[src/rtl/hazard_ctrl.sv]
`default_nettype none
// ============================================================================
// Module   : hazard_ctrl
// Brief    : Forwarding, load-use stall, flush and memory-freeze control
//            for the 5-stage RV32I pipeline, with stall counters.
// Revision : 1.0
// ============================================================================
module hazard_ctrl #(
    parameter int TIMEOUT   = 256,
    parameter int CNT_WIDTH = 16
) (
    input  logic                 clk,
    input  logic                 rst,
    input  logic [4:0]           Rs1D,
    input  logic [4:0]           Rs2D,
    input  logic [4:0]           Rs1E,
    input  logic [4:0]           Rs2E,
    input  logic [4:0]           RdE,
    input  logic                 RegWriteE,
    input  logic [1:0]           ResultSrcE,
    input  logic                 PCSrcE,
    input  logic                 mem_req_valid,
    input  logic                 mem_ready,
    output logic                 StallF,
    output logic                 StallD,
    output logic                 StallEMW,
    output logic                 FlushD,
    output logic                 FlushE,
    output logic [1:0]           ForwardAE,
    output logic [1:0]           ForwardBE,
    output logic                 mem_error,
    output logic [CNT_WIDTH-1:0] lw_stall_cnt,
    output logic [CNT_WIDTH-1:0] mem_stall_cnt
);

    localparam int WCW = (TIMEOUT > 2) ? $clog2(TIMEOUT) : 1;

    typedef enum logic [1:0] {
        S_RUN  = 2'd0,
        S_WAIT = 2'd1,
        S_ERR  = 2'd2
    } state_t;

    state_t               state_q, state_d;
    logic [WCW-1:0]       wait_cnt_q, wait_cnt_d;
    logic [4:0]           rd_m_q, rd_m_d, rd_w_q, rd_w_d;
    logic                 reg_write_m_q, reg_write_m_d;
    logic                 reg_write_w_q, reg_write_w_d;
    logic [CNT_WIDTH-1:0] lw_cnt_q, lw_cnt_d, mem_cnt_q, mem_cnt_d;

    logic mem_stall, lw_stall, halted;

    always_comb begin
        ForwardAE = 2'b00;
        if (reg_write_m_q && (rd_m_q != 5'd0) && (rd_m_q == Rs1E))
            ForwardAE = 2'b10;
        else if (reg_write_w_q && (rd_w_q != 5'd0) && (rd_w_q == Rs1E))
            ForwardAE = 2'b01;

        ForwardBE = 2'b00;
        if (reg_write_m_q && (rd_m_q != 5'd0) && (rd_m_q == Rs2E))
            ForwardBE = 2'b10;
        else if (reg_write_w_q && (rd_w_q != 5'd0) && (rd_w_q == Rs2E))
            ForwardBE = 2'b01;
    end

    assign lw_stall = (ResultSrcE == 2'b01) && (RdE != 5'd0) &&
                      ((RdE == Rs1D) || (RdE == Rs2D));

    always_comb begin
        state_d    = state_q;
        wait_cnt_d = wait_cnt_q;
        mem_stall  = 1'b0;
        halted     = 1'b0;
        unique case (state_q)
            S_RUN: begin
                mem_stall = mem_req_valid & ~mem_ready;
                if (mem_stall) begin
                    state_d    = S_WAIT;
                    wait_cnt_d = WCW'(1);
                end
            end
            S_WAIT: begin
                mem_stall = ~mem_ready;
                if (mem_ready)
                    state_d = S_RUN;
                else if (wait_cnt_q == WCW'(TIMEOUT - 1))
                    state_d = S_ERR;
                else
                    wait_cnt_d = wait_cnt_q + WCW'(1);
            end
            default: halted = 1'b1;
        endcase
    end

    always_comb begin
        StallF   = lw_stall;
        StallD   = lw_stall;
        StallEMW = 1'b0;
        FlushD   = PCSrcE;
        FlushE   = lw_stall | PCSrcE;
        if (halted) begin
            StallF   = 1'b1;
            StallD   = 1'b1;
            StallEMW = 1'b1;
            FlushD   = 1'b0;
            FlushE   = 1'b1;
        end else if (mem_stall) begin
            StallF   = 1'b1;
            StallD   = 1'b1;
            StallEMW = 1'b1;
            FlushD   = 1'b0;
            FlushE   = 1'b0;
        end
    end

    // Shadows advance only when the pipe moves; counters saturate at all-ones.
    always_comb begin
        rd_m_d        = rd_m_q;
        rd_w_d        = rd_w_q;
        reg_write_m_d = reg_write_m_q;
        reg_write_w_d = reg_write_w_q;
        lw_cnt_d      = lw_cnt_q;
        mem_cnt_d     = mem_cnt_q;
        if (!mem_stall && !halted) begin
            rd_m_d        = RdE;
            reg_write_m_d = RegWriteE;
            rd_w_d        = rd_m_q;
            reg_write_w_d = reg_write_m_q;
            if (lw_stall && (lw_cnt_q != '1))
                lw_cnt_d = lw_cnt_q + CNT_WIDTH'(1);
        end
        if (mem_stall && (mem_cnt_q != '1))
            mem_cnt_d = mem_cnt_q + CNT_WIDTH'(1);
    end

    always_ff @(posedge clk or posedge rst) begin
        if (rst) begin
            state_q       <= S_RUN;
            wait_cnt_q    <= '0;
            rd_m_q        <= '0;
            rd_w_q        <= '0;
            reg_write_m_q <= 1'b0;
            reg_write_w_q <= 1'b0;
            lw_cnt_q      <= '0;
            mem_cnt_q     <= '0;
        end else begin
            state_q       <= state_d;
            wait_cnt_q    <= wait_cnt_d;
            rd_m_q        <= rd_m_d;
            rd_w_q        <= rd_w_d;
            reg_write_m_q <= reg_write_m_d;
            reg_write_w_q <= reg_write_w_d;
            lw_cnt_q      <= lw_cnt_d;
            mem_cnt_q     <= mem_cnt_d;
        end
    end

    assign mem_error     = (state_q == S_ERR);
    assign lw_stall_cnt  = lw_cnt_q;
    assign mem_stall_cnt = mem_cnt_q;

endmodule
`default_nettype wire

[config.mk]
export PLATFORM = sky130hd
export DESIGN_NAME = hazard_ctrl
export DESIGN_NICKNAME = d
export VERILOG_FILES = /design/src/rtl/hazard_ctrl.sv
export SDC_FILE = /design/constraint.sdc
export NUM_CORES = 1
export LEC_CHECK = 0
export ABC_AREA = 1
export CORE_UTILIZATION = 51
export DETAILED_ROUTE_END_ITERATION = 7
export PLACE_DENSITY = 0.83
export SETUP_SLACK_MARGIN = 0.05
export SLEW_MARGIN = 0
export SYNTH_ARGS = -nofsm -noshare
export SYNTH_HDL_FRONTEND = slang
export SYNTH_SLANG_ARGS = --single-unit
[constraint.sdc]
create_clock -name clk -period 2.6 [get_ports clk]
set_input_delay 0.78 -clock clk [delete_from_list [all_inputs] [get_ports clk]]
set_output_delay 0.78 -clock clk [all_outputs]
set_load 0.02 [all_outputs]
# Yosys cells after proc, flatten, opt, wreduce, memory -nomap -nowiden

Index checks and enable logic that the tools add are counted.

Bits of input ports: 33
Output and inout bits: 42
Bits in registers: 54
Logic and storage cells: 73

Add/sub/neg operators: 3
Bitwise operators: 3
Mux-type cells: 21
Reductions and logical operators: 22
Equality and inequality tests: 16

Operator list:

| kind                  | number |
|---|---|
| $add 16x1->16 const B | 2 |
| $ne 16x16->1 const B  | 2 |
| $eq 5x5->1            | 6 |
| $mux 8                | 3 |
| $pmux 8 s2            | 1 |
| $reduce_bool 5->1     | 3 |
| $logic_and 1x1->1     | 11 |
| $mux 1                | 10 |
| $mux 2                | 5 |
| $add 8x1->8 const B   | 1 |
| $eq 8x8->1 const B    | 1 |
| $ne 2x2->1 const B    | 3 |
| $eq 2x1->1 const B    | 2 |
| $pmux 2 s2            | 1 |
| $reduce_and 4->1      | 1 |
| $ne 3x3->1 const B    | 1 |
| $reduce_and 3->1      | 1 |
| $eq 2x2->1 const B    | 1 |
| $logic_not 2->1       | 1 |
| $pmux 1 s2            | 1 |
| $reduce_and 2->1      | 1 |
| $reduce_bool 2->1     | 1 |
| $reduce_or 2->1       | 1 |
| $and 1x1->1           | 1 |
| other kinds (4)       | 4 |

# Longest topological paths before layout

Gate-level depths: netlist of run 1.

Depth in word-level cells: 6
Mapped depth: 11
Mapped depth without buffers: 10

# Least setup slack after synthesis of run 1

No wires, ideal clock.

Path kind: in2out
From: input mem_ready
To: output FlushD
Required time: 1.820 ns
Stages: 6
Data arrival time: 1.899 ns
Slack: -0.079 ns
Path through: inv_1 > nand3_2 > nand2_4 > nor2_4 > clkinv_1 > nor2_1

Word-level cells in the longest chain between the ends: 5

Ends and longest elaborated chain:

| what               | line   | source |
|---|---|---|
| start: declaration | 23     | `input logic mem_ready,` |
| $not 1->1 *        | 77, 84 |  |
| $and 1x1->1        | 77     | `mem_stall = mem_req_valid & ~mem_ready;` |
| $pmux 1 s2 *       | 75     | `unique case (state_q)` |
| $mux 1 *           | 108    | `end else if (mem_stall) begin` |
| $mux 1 *           | 102    | `if (halted) begin` |
| end: declaration   | 27     | `output logic FlushD,` |

Every way passes the cells marked *; elsewhere a longest branch is shown, timed or not.

# Worst setup path after layout of run 1

From: input RdE[0]
To: output FlushE

Word-level cells in the longest chain between the ends: 6
Elaborated cells on any way between the ends: 9
Those cells by class: eq/ne (2); mux (2); bitwise (1); reduce/logical (4)

Ends and longest elaborated chain:

| what                                                         | line   | source |
|---|---|---|
| start: declaration                                           | 18     | `input logic [4:0] RdE,` |
| $eq 5x5->1 / $reduce_bool 5->1 (equally long branches)       | 68, 67 |  |
| $logic_or 1x1->1 / $logic_and 1x1->1 (equally long branches) | 68, 67 |  |
| $logic_and 1x1->1 *                                          | 67     | `assign lw_stall = (ResultSrcE == 2'b01) && (RdE != 5'd0) &&` |
| $or 1x1->1 *                                                 | 101    | `FlushE = lw_stall \| PCSrcE;` |
| $mux 1 *                                                     | 108    |  |
| $mux 1 *                                                     | 102    |  |
| end: declaration                                             | 28     | `output logic FlushE,` |

Marks and branches as above.

==> results.yml, run 1 <==
outcome:
  outcome: "finished, violations left"
  failed_checks: "design-rule violations"
sta:
  period_share: 0.974
  timing_max_transition_violations_final: 0
  postLayoutSetupSlackWorst_ns: 0.0677
  finalHoldViolations: 0
  fin_skew_ns: 0.0157
  setup_viol: 0
  slew_headroom: 0.771
  max_freq_mhz: 395
  worst_slew_pin_slew_ns: 0.340
  rsz0062_at_grt: "yes"
  min_period_ns: 2.53
worst_setup_path:
  cp.buffers_inverters: 3
  worst_ep_required_time_ns: 1.82
  r2r-start: "state_q[1]$_DFFE_PP0P_"
  crit_path_top_delay_cell: "buf_2"
  criticalPathCategory: "in2out"
  timing.critical_path.max_delay_family: "simple AND/OR/NAND/NOR gates"
  worst-r2r-setup-slack_ns: 0.65
  cp_cell_sequence: "buf_2 -> nand2_1 -> inv_1 -> nor2_1 -> nor2_1 -> nand3_1 -> nand2_2 -> nand2_4 -> nand2_2 -> nand2_2 -> nand2_2 -> buf_6"
  maximum_fanout_count_along_the_critical_path: 6
  critical_path_launch_point_type: "input pin"
  max_stage_delay_ns: 0.15
  worstSetupEndpointType: "output port"
  crit_arrival_ns: 1.75
  reg2regPathDepth: 12
  critical-path-top-cell-by-count: "nand2_2"
  worstReg2RegEnd: "lw_stall_cnt[2]$_DFFE_PP0P_"
floorplan:
  placementRows: 29
  fp.dieArea_sq_mm: 0.00714
  starting_density_of_the_core: 0.537
  chipWidth_um: 84.5
  core-area_sq_mm: 0.00646
  io_pins: 75
  die_height_um: 84.5
layout:
  final_cells: 658
  flow.area_growth_from_synthesis_pct: 30.5
  nNetsFinal: 615
  seqCellArea_sq_mm: 0.00135
  final_util: 0.701
  multi_input_logic_area_sq_mm: 0.00189
  final.fill_count: 546
  layout.cells.most_common: "nand2_1"
  fraction_of_layout_instances_using_a_drive_strength_above_1: 0.164
  final_cell_mix: "140 x nand2_1, 54 x dfrtp_1, 51 x inv_1"
min_path:
  hold_start: "reg_write_w_q$_DFFE_PP0P_"
  worstHoldPathType: "reg2reg"
  worstHoldPathCells: 2
  hold-path-endpoint: "reg_write_w_q$_DFFE_PP0P_"
synthesis:
  synth_area_per_cell_sq_um: 7.20
  post_synth_and_or_nand_nor_area_fraction: 0.373
  synth_compound_gate_area_share: 0.0476
  ys_dominant_reg_cell: "dfrtp_1"
  synth.net_count: 518
  fraction_of_synthesized_cell_area_in_xor_and_xnor_cells: 0.0984
  async_reset_ff_frac: 1.00
  synth_top_cell_area_share: 0.389
  muxShareOfSynthArea: 0
  synth_largest_area_cell: "dfrtp_1"
  synth.ff_latch_count: 54
  synth_top_family_by_area: "simple AND/OR/NAND/NOR gates"
  post_synth_inst_count: 482
  synth-edff-count: 0
  synth_cell_types: 27
  yosys.area_share.adder: 0.0108
  netlist_top_cells_area: "dfrtp_1 39%, nand2_1 16%, inv_1 6.1%"
  netlist_area_pre_place_sq_mm: 0.00347
  synth_sequential_area_ratio: 0.389
  synth_warnings: 0
clock_network:
  cts-root-buf: "clkbuf_8"
  cts_made_buffers: 5
  clk_transition_reported_paths_ns: 0.10
  clock_latency_at_the_later_pin_of_the_worst_skew_pair_ns: 0.31
  tritoncts_num_sinks: 54
  cts_tree: "done"
  cts-htree-levels: 2
  clockBufferDepth: 2
place:
  io_buffer_count: 74
  post-dp-hpwl_um: 6240
  final_wtd_congestion: 0.892
  place_ws_ns: -0.871
  dpl.cell_count: 640
drt:
  detail_route.wirelength_um: 8790
  drc: 6
  routed_via_density: 5.20
  drt_first_iter_violations: 252
  detailroute.via_count: 3424
  final_antenna_net_count: 0
  drt_first_pass_iters: 8
  route.detailed.wl_per_inst_um: 13.4
grt:
  overflow: 0
  pin_count_of_the_biggest_net_entering_global_routing: 55
  grt_first_pass_wirelength_um: 15100
  groute.usage.overall: 0.264
  antenna_violations_before_repair: 1
  first_global_vias: 3341
job:
  cap_violations: 0
power_and_ir_drop:
  leakagePower_nw: 2.20
  ir_drop_v: 0.000224
  p_per_area_mw_per_mm2: 349
  design_power_total_mw: 1.58
## tightest hold or removal path, cell delays in order, from the launching register on
cell and delay [ns]:
dfrtp_1 0.36, nand2_1 0.05, o21ai_0 0.06
## cell families (layout without fill, tap and decap cells)
logic type / count (synthesis) / in the layout
AOI/OAI and AO/OA: 33 / 33
xor gates and xnor gates: 39 / 39
adders and majority gates: 3 / 3
buffers and inverters: 68 / 166
DFF: 54 / 54
other: 0 / 1
and+or+nand+nor: 285 / 285
## worst max-delay path by stage
stage | cells after the start | slack, ns | start | end
floorplan | 4 | 0.07 | Rs1E[2] | ForwardAE[0]
global placement | 12 | -0.82 | RdE[4] | FlushE
detailed placement | 12 | -0.87 | RdE[4] | FlushE
CTS | 12 | 0.04 | Rs2D[0] | FlushE
global route | 12 | -0.005 | RdE[0] | FlushE
finish | 12 | 0.07 | RdE[0] | FlushE
## repair_timing
action	in CTS	in global routing
resized for setup	126	22
hold buffers	0	0
hold endpoints to repair	0	0
setup buffers	9	0
setup endpoints to repair	9	22
pin swaps	31	19
## routing by layer
metal,share of wire,vias to the layer above,track usage
met3,0.043,17,0.0383
met1,0.42,1592,0.332
met2,0.51,88,0.466
met4,0.020,0,0.0878
met5,0,-,0
li1,-,1727,-
## registers in the layout, indices dropped and copies added, names as in the netlist
register,cells
rd_m_q,5
reg_write_m_q,1
wait_cnt_q,8
mem_stall_cnt,16
rd_w_q,5
state_q,2
reg_write_w_q,1
lw_stall_cnt,16
## cells in the mapped netlist, types with 3 or more instances
library cell,number
a21oi_1,4
nand2_2,13
nand3_1,22
nand3b_1,6
inv_1,56
nor3_1,8
xor2_1,20
xnor2_1,19
nand2_1,145
nand4_1,32
ha_1,3
clkbuf_1,3
o21ai_0,29
nor2_1,51
dfrtp_1,54
## report_power, final
| group | total, mW | internal (mW) | leakage (nW) | switching [mW] |
|---|---|---|---|---|
| clock | 0.569 | 0.289 | 0.0525 | 0.280 |
| combinational | 0.162 | 0.0742 | 1.47 | 0.0879 |
| sequential | 0.849 | 0.844 | 0.673 | 0.00560 |
## metrics by stage
step	TNS, ns	hold WS [ns]	cell area [sq um]
after CTS	0	0.495	4520
final	0	0.494	4530
after floorplan	0	0.447	3480
after global routing	-0.00452	0.532	4530
after detailed placement	-6.23	0.471	4380
after global placement	-5.80	0.464	4380
## final cells by class
| class | count | share of cell area |
|---|---|---|
| clock inverter | 1 | 0.00663 |
| multi-input combinational | 360 | 0.417 |
| antenna | 1 | 0.000553 |
| sequential | 54 | 0.299 |
| clock buffer | 7 | 0.0169 |
| tap | 77 | 0.0213 |
| inverter | 60 | 0.0509 |
| timing repair buffer | 98 | 0.189 |
(Power assumes the default switching activity.)
==> run 2, diff against run 1 <==
--- a/config.mk
+++ b/config.mk
@@ -6,9 +6,10 @@
 export NUM_CORES = 1
 export LEC_CHECK = 0
 export ABC_AREA = 1
-export CORE_UTILIZATION = 51
+export CORE_UTILIZATION = 55
 export DETAILED_ROUTE_END_ITERATION = 7
-export PLACE_DENSITY = 0.83
+export DONT_BUFFER_PORTS = 1
+export PLACE_DENSITY = 0.73
 export SETUP_SLACK_MARGIN = 0.05
 export SLEW_MARGIN = 0
 export SYNTH_ARGS = -nofsm -noshare
==> results.yml, run 2 (synthesis gave the netlist of run 1 again) <==
power_and_ir_drop:
  design_power_total_mw: 1.44
  ir_drop_v: 0.000235
  leakagePower_nw: 1.78
  p_per_area_mw_per_mm2: 391
sta:
  max_freq_mhz: 411
  postLayoutSetupSlackWorst_ns: 0.165
  period_share: 0.937
  aggregate_negative_setup_slack_ns: 0
  finalHoldViolations: 0
  slew_headroom: 0.601
  worst_hold_slack_ns: 0.396
  fin_skew_ns: 0.00935
  timing_max_transition_violations_final: 0
  setup_viol: 0
  rsz0062_at_grt: "no"
  worst_slew_pin_slew_ns: 0.597
  min_period_ns: 2.44
drt:
  drt_first_pass_iters: 4
  drt_first_iter_violations: 183
  drc: 0
  routed_via_density: 5.39
  detail_route.wirelength_um: 7560
  route.detailed.wl_per_inst_um: 13.4
  final_antenna_net_count: 0
  detailroute.via_count: 3048
place:
  area_post_placement_sq_mm: 0.00358
  place_ws_ns: 0.191
  final_wtd_congestion: 0.822
  post-dp-hpwl_um: 5670
  io_buffer_count: 0
  dpl.cell_count: 558
floorplan:
  io_pins: 75
  core-area_sq_mm: 0.00599
  starting_density_of_the_core: 0.579
  chipWidth_um: 81.4
  fp.dieArea_sq_mm: 0.00663
  die_height_um: 81.4
  placementRows: 28
worst_setup_path:
  critical_path_launch_point_type: "input pin"
  crit_arrival_ns: 1.66
  criticalPathCategory: "in2out"
  worst_ep_required_time_ns: 1.82
  worstSetupEndpointType: "output port"
  maximum_fanout_count_along_the_critical_path: 4
layout:
  final.fill_count: 555
  final_cell_mix: "144 x nand2_1, 55 x inv_1, 54 x dfrtp_1"
  layout.cells.most_common: "nand2_1"
  antennaDiodeCount: 0
  nNetsFinal: 526
  multi_input_logic_area_sq_mm: 0.00184
  final_util: 0.614
  final_cells: 566
  design_area_sq_mm: 0.00368
  flow.area_growth_from_synthesis_pct: 6.09
  fraction_of_layout_instances_using_a_drive_strength_above_1: 0.0896
  seqCellArea_sq_mm: 0.00135
clock_network:
  post_cts_hold_buffer_count: 0
  clk_transition_reported_paths_ns: 0.11
  cts_repair_resized_insts: 0
  cts-htree-levels: 2
  cts_made_buffers: 5
  post_cts_buffers: 0
  cts-root-buf: "clkbuf_8"
  tritoncts_num_sinks: 54
  clockBufferDepth: 2
  cts_tree: "done"
  clock_latency_at_the_later_pin_of_the_worst_skew_pair_ns: 0.31
grt:
  grt_first_pass_wirelength_um: 12600
  overflow: 0
  pin_count_of_the_biggest_net_entering_global_routing: 30
  antenna_violations_before_repair: 0
  groute.usage.overall: 0.246
  first_global_vias: 2916
job:
  cap_violations: 0
outcome:
  outcome: "complete, no violations"
min_path:
  worstHoldPathType: "in2async"
-- run 2: cell types whose count changed in the layout (fill, tap and decap cells not counted), sizes merged, moves of 3 or more --
cell           previous run  this run
dlygate4sd2               5         0
buf                      44         9
clkdlybuf4s50            36         0
clkdlybuf4s15             8         0
clkbuf                   11         5
clkinv                    2         5
-- run 2: layout make-up --
| cell class | count | area share |
|---|---|---|
| clock buffers | 5 | 0.0187 |
| inverters | 60 | 0.0622 |
| flip-flops and latches | 54 | 0.367 |
| clock inverters | 3 | 0.00714 |
| repair buffers | 9 | 0.0184 |
| well taps | 75 | 0.0255 |
| multi-input cells | 360 | 0.501 |
-- run 2: path summary, 6_finish.rpt --
| path | startpoint | endpoint | slack [ns] | depth (start not counted) |
|---|---|---|---|---|
| min reg2reg | wait_cnt_q[1]$_DFFE_PP0P_ | wait_cnt_q[1]$_DFFE_PP0P_ | 0.53 | 2 |
| max reg2reg | lw_stall_cnt[0]$_DFFE_PP0P_ | lw_stall_cnt[10]$_DFFE_PP0P_ | 0.56 | 9 |
| min | rst | mem_stall_cnt[9]$_DFFE_PP0P_ | 0.40 | 1 |
| max | RdE[1] | FlushE | 0.16 | 10 |
| max in group asynchronous | rst | lw_stall_cnt[14]$_DFFE_PP0P_ | 1.54 | 2 |
| min in group clk | wait_cnt_q[1]$_DFFE_PP0P_ | wait_cnt_q[1]$_DFFE_PP0P_ | 0.53 | 2 |
-- run 2: power breakdown --
part	leakage, nW	internal (mW)	switching, mW
Sequential	0.673	0.844	0.00618
Clock	0.0483	0.195	0.301
Combinational	1.06	0.0344	0.0581
-- run 2: critical path, cell delays in order --
cell	delay [ns]
inv_1	0.04
nand2_1	0.05
nand2_1	0.05
nor2_1	0.13
nand3_1	0.10
nand2_2	0.09
nand2_1	0.09
nand2_1	0.11
nand2_1	0.06
nand2_1	0.17
-- run 2: per-layer routing --
layer  global-route usage  share of wire
met5                    0              0
met2                0.417           0.47
met4               0.0768          0.012
met3               0.0556          0.062
met1                0.311           0.45
